$ cat src/rtl/genesis_vram_pkg.sv
// genesis_vram_pkg: shared FSM type and constants for the VDP VRAM bus controller.
package genesis_vram_pkg;
  typedef enum logic [2:0] {IDLE, ISSUE, WAIT, DONE, ACK} state_t;
  localparam int VRAM_ADDR_W  = 15;
  localparam int VRAM_LAT_MAX = 4;
  localparam int LANE_HI      = 0;
  localparam int LANE_LO      = 1;
endpackage

$ cat src/rtl/vram_bus_ctrl.sv
// vram_bus_ctrl: VDP strobed VRAM bus to dual-port byte-lane BRAM bridge with DTACK_N handshake.
// Define VRAM_STATS_EN to add the RD_CNT/WR_CNT access counters.
module vram_bus_ctrl
  import genesis_vram_pkg::*;
#(
  parameter int ADDR_W = VRAM_ADDR_W,
  parameter int RD_LAT = 2
) (
  input  logic              CLK,
  input  logic              RST,
  input  logic              VRAM_SEL,
  input  logic              VRAM_CE_N,
  input  logic              VRAM_UB_N,
  input  logic              VRAM_LB_N,
  input  logic              VRAM_WE_N,
  input  logic              VRAM_OE_N,
  input  logic [ADDR_W-1:0] VRAM_ADDR,
  input  logic [15:0]       VRAM_DI,
  output logic [15:0]       VRAM_DO,
  output logic              VRAM_DTACK_N,
  output logic [ADDR_W:0]   MEM_ADDR_A,
  output logic [ADDR_W:0]   MEM_ADDR_B,
  output logic              MEM_EN_A,
  output logic              MEM_EN_B,
  output logic              MEM_WE_A,
  output logic              MEM_WE_B,
  output logic [7:0]        MEM_DIN_A,
  output logic [7:0]        MEM_DIN_B,
  input  logic [7:0]        MEM_DOUT_A,
  input  logic [7:0]        MEM_DOUT_B
`ifdef VRAM_STATS_EN
  ,
  output logic [15:0]       RD_CNT,
  output logic [15:0]       WR_CNT
`endif
);
  localparam int CNT_W = $clog2(VRAM_LAT_MAX);
  state_t            r_state, w_next;
  logic [ADDR_W-1:0] r_addr;
  logic [1:0]        r_lane;
  logic              r_wr;
  logic [15:0]       r_di, r_do;
  logic [CNT_W-1:0]  r_cnt;
  logic              w_req, w_issue, w_unused;
  assign w_req        = VRAM_SEL & ~VRAM_CE_N;
  assign w_issue      = r_state == ISSUE;
  assign w_unused     = VRAM_OE_N;
  assign MEM_ADDR_A   = {r_addr, 1'b0};
  assign MEM_ADDR_B   = {r_addr, 1'b1};
  assign MEM_DIN_A    = r_di[15:8];
  assign MEM_DIN_B    = r_di[7:0];
  // Enables decode straight from state so an async reset drops them at once
  assign MEM_EN_A     = w_issue & r_lane[LANE_HI];
  assign MEM_EN_B     = w_issue & r_lane[LANE_LO];
  assign MEM_WE_A     = MEM_EN_A & r_wr;
  assign MEM_WE_B     = MEM_EN_B & r_wr;
  assign VRAM_DO      = r_do;
  assign VRAM_DTACK_N = r_state != ACK;
  always_comb begin
    w_next = r_state;
    case (r_state)
      IDLE:    w_next = w_req ? ISSUE : IDLE;
      ISSUE:   w_next = (r_wr || r_lane == 2'b00) ? DONE : WAIT;
      WAIT:    w_next = (r_cnt == '0) ? DONE : WAIT;
      DONE:    w_next = VRAM_SEL ? ACK : IDLE;
      ACK:     w_next = VRAM_SEL ? ACK : IDLE;
      default: w_next = IDLE;
    endcase
  end
  always_ff @(posedge CLK or posedge RST) begin
    if (RST) begin
      r_state <= IDLE;
      r_addr  <= '0;
      r_lane  <= '0;
      r_wr    <= 1'b0;
      r_di    <= '0;
      r_do    <= '0;
      r_cnt   <= '0;
    end else begin
      r_state <= w_next;
      if (r_state == IDLE && w_req) begin
        r_addr          <= VRAM_ADDR;
        r_lane[LANE_HI] <= ~VRAM_UB_N;
        r_lane[LANE_LO] <= ~VRAM_LB_N;
        r_wr            <= ~VRAM_WE_N;
        r_di            <= VRAM_DI;
      end
      if (w_issue)
        r_cnt <= CNT_W'(RD_LAT - 1);
      else if (r_state == WAIT)
        r_cnt <= r_cnt - CNT_W'(1);
      if (r_state == WAIT && r_cnt == '0)
        r_do <= {r_lane[LANE_HI] ? MEM_DOUT_A : 8'h00, r_lane[LANE_LO] ? MEM_DOUT_B : 8'h00};
    end
  end
`ifdef VRAM_STATS_EN
  // Counted at ISSUE, so aborted and no-lane accesses are included
  always_ff @(posedge CLK or posedge RST) begin
    if (RST) begin
      RD_CNT <= '0;
      WR_CNT <= '0;
    end else if (w_issue) begin
      if (r_wr)
        WR_CNT <= WR_CNT + 16'd1;
      else
        RD_CNT <= RD_CNT + 16'd1;
    end
  end
`endif
endmodule
$ cat config.mk
export PLATFORM = sky130hd
export DESIGN_NAME = vram_bus_ctrl
export DESIGN_NICKNAME = d
export VERILOG_FILES = /design/src/rtl/genesis_vram_pkg.sv /design/src/rtl/vram_bus_ctrl.sv
export SDC_FILE = /design/constraint.sdc
export NUM_CORES = 1
export LEC_CHECK = 0
export ABC_AREA = 1
export CAP_MARGIN = 25
export CORE_UTILIZATION = 41
export CTS_CLUSTER_DIAMETER = 150
export DETAILED_ROUTE_END_ITERATION = 10
export HOLD_SLACK_MARGIN = 0.06
export MAX_ROUTING_LAYER = met4
export PLACE_DENSITY = 0.83
export SKIP_CTS_REPAIR_TIMING = 1
export SYNTH_ARGS = -nofsm -noshare
export SYNTH_HDL_FRONTEND = slang
export SYNTH_SLANG_ARGS = --single-unit
$ cat constraint.sdc
create_clock -name CLK -period 2.25 [get_ports CLK]
set_clock_uncertainty 0.1 [all_clocks]
set_input_delay 0.675 -clock CLK [delete_from_list [all_inputs] [get_ports CLK]]
set_output_delay 0.675 -clock CLK [all_outputs]
set_load 0.01 [all_outputs]
==> results.toml <==
[logic_synthesis]
yosysTopAreaCell = "dfrtp_1"
ys_types = 20
synth_edf_count = 0
yosys-top-cells-count = "nand2_1, dfrtp_1, nand4_1, inv_1, nand3_1"
synth.top_cell.area_share_pct = 51.2
post_synth.cell_area_avg_um2 = 8.40
synthTopCellsByArea = "dfrtp_1, nand2_1, nand4_1, buf_4, inv_1"
syn-cell-area_mm2 = 0.00269
yosysWarnings = 0
synth_most_common_cell = "nand2_1"
syn_nets = 376
postSynth.asyncResetShare_pct = 100
synthCells = 320
ys.flop_type = "dfrtp_1"
ys_ff_latch = 55
synth_seq_area_share_pct = 51.2

[placed_design]
gp_congestion = 0.747
io_buffers = 120
dp_hpwl_um = 4690

[grt]
grt.total_usage_pct = 20.5
grt_overflow_total = 0
antenna_found_initial = 0
grt_max_degree = 56
grt_pass1_vias = 2446
grt_pass1_wl_um = 11200

[worst_setup_path]
worst_setup_path_end_kind = "primary output"
start_kind = "flip-flop"
cp_data_required_time_ps = 1470
setup.worst_path.class = "flip-flop to primary output"
path_max_fanout = 6
cp.arrival_ps = 1340
ff2ff_path_depth = 6

[sta]
hold_viol = 0
whs_ps = 383
min_period_ps = 2110
finalMaxSlewViolations = 0
fmax_mhz = 473
setup_viol = 0
final.period_utilization_pct = 93.9
rsz0062_at_grt = "no"

[drt]
dr.pass1.iters = 4
drc = 0
via_count = 2397
routed_via_density = 4.81
drtAntennaViolNets = 0
wl_per_cell_um = 13.2
wl_um = 6600
initialDrtViolationCount = 72

[power_and_ir_drop]
power_leakage_uw = 0.00205
ir_drop_v = 0.000568
power_density_mw_per_mm2 = 1220
p_total_uw = 4780

[floorplan]
fp.dieArea_mm2 = 0.00688
floorplan.io_pins = 124
core_mm2 = 0.00635
start_util_pct = 42.3
die_h_um = 83.0
die_w_um = 83.0
row_count = 29

[final_layout]
area_delta_synth_final_pct = 45.9
final_nets = 476
drive_gt1_share_pct = 7.13
multi_input_area_um2 = 941
nFillCells = 551
fin_util_pct = 61.7
seq_area_mm2 = 0.00138
diodes = 0

[hold_path]
hold_depth = 2
hold_class = "flip-flop to flip-flop"

[clocking]
clk_latency_ps = 300
cts.sinks = 55
cts_tree = "done"
clk_path_buf_depth = 2
path_clk_slew_ps = 100
h-tree-depth = 2
root_buffer = "clkbuf_8"
cts_made_buffers = 5

[run]
maxCapViolCount = 0

[run_status]
status = "finished, final reports clean"
power by group:
group	total (uW)	internal, uW	switching, uW	leakage [uW]
sequential	1670	1410	261	0.000701
combinational	2570	1280	1280	0.00131
clock	537	219	318	0.0000412
total	4780	2910	1860	0.00205
logic make-up after synthesis:
| family | synth area share, % |
|---|---|
| AND/OR/NAND/NOR | 33.3 |
| buffers and inverters | 14.3 |
| flip-flops | 51.2 |
| AO/OA/AOI/OAI | 0.372 |
| other | 0.279 |
| adder cells (fa/ha/maj) | 0.465 |
worst max-delay path: stages, from the launching register on:
cell and delay, ps:
dfrtp_1 390, nor2_1 140, nand2_2 130, nor3_2 170, dlymetal6s2s_1 190
area by class of cell:
cell class | count | area share (%)
sequential | 55 | 35.1
timing repair buffer | 131 | 33.4
multi-input combinational | 197 | 24.0
inverter | 30 | 2.87
tap | 77 | 2.46
clock buffer | 6 | 1.85
clock inverter | 2 | 0.319
stage by stage:
stage | setup TNS [ps] | cell area (um^2) | setup slack (ps) | std cells
global placement | 0 | 3810 | 88.1 | 490
detailed placement | 0 | 3810 | 46.2 | 490
finish | 0 | 3920 | 136 | 498
global route | 0 | 3920 | 82.9 | 498
CTS | -1140 | 3890 | -314 | 498
floorplan | 0 | 2690 | 132 | 320
final timing paths:
path	from	endpoint	slack, ps
min reg2reg	r_di[14]	r_di[14]	380
min	r_di[14]	r_di[14]	380
min in group asynchronous	RST	r_di[7]	630
max	r_state[2]	MEM_WE_B	140
max reg2reg	r_state[1]	r_di[3]	370
max in group asynchronous	RST	VRAM_DO[2]	1190
metal layers:
layer	GRT usage (%)	vias to the layer above	routed length, um	share of wire, %
met2	34.9	84	3400	52
met5	-	-	0	0
li1	-	1185	-	-
met1	24.9	1121	2840	43
met4	5.64	0	49	0.74
met3	4.08	7	308	4.7
state kept, by name, indices dropped and copies added (netlist names):
signal and count:
r_state 3, r_di 16, r_wr 1, r_lane 2, r_addr 15, VRAM_DO 16
r_cnt 2
cells in the final DEF (no fill, tap or decap), drive strengths merged:
cell type,n
a21oi,1
buf,11
clkbuf,6
clkdlybuf4s50,115
clkinv,1
clkinvlp,1
conb,2
dfrtp,55
dlymetal6s2s,5
ha,1
inv,30
nand2,127
nand3,21
nand4,35
nor2,7
nor3,2
o21ai,1
No activity file was read; power rests on OpenSTA's default activity.
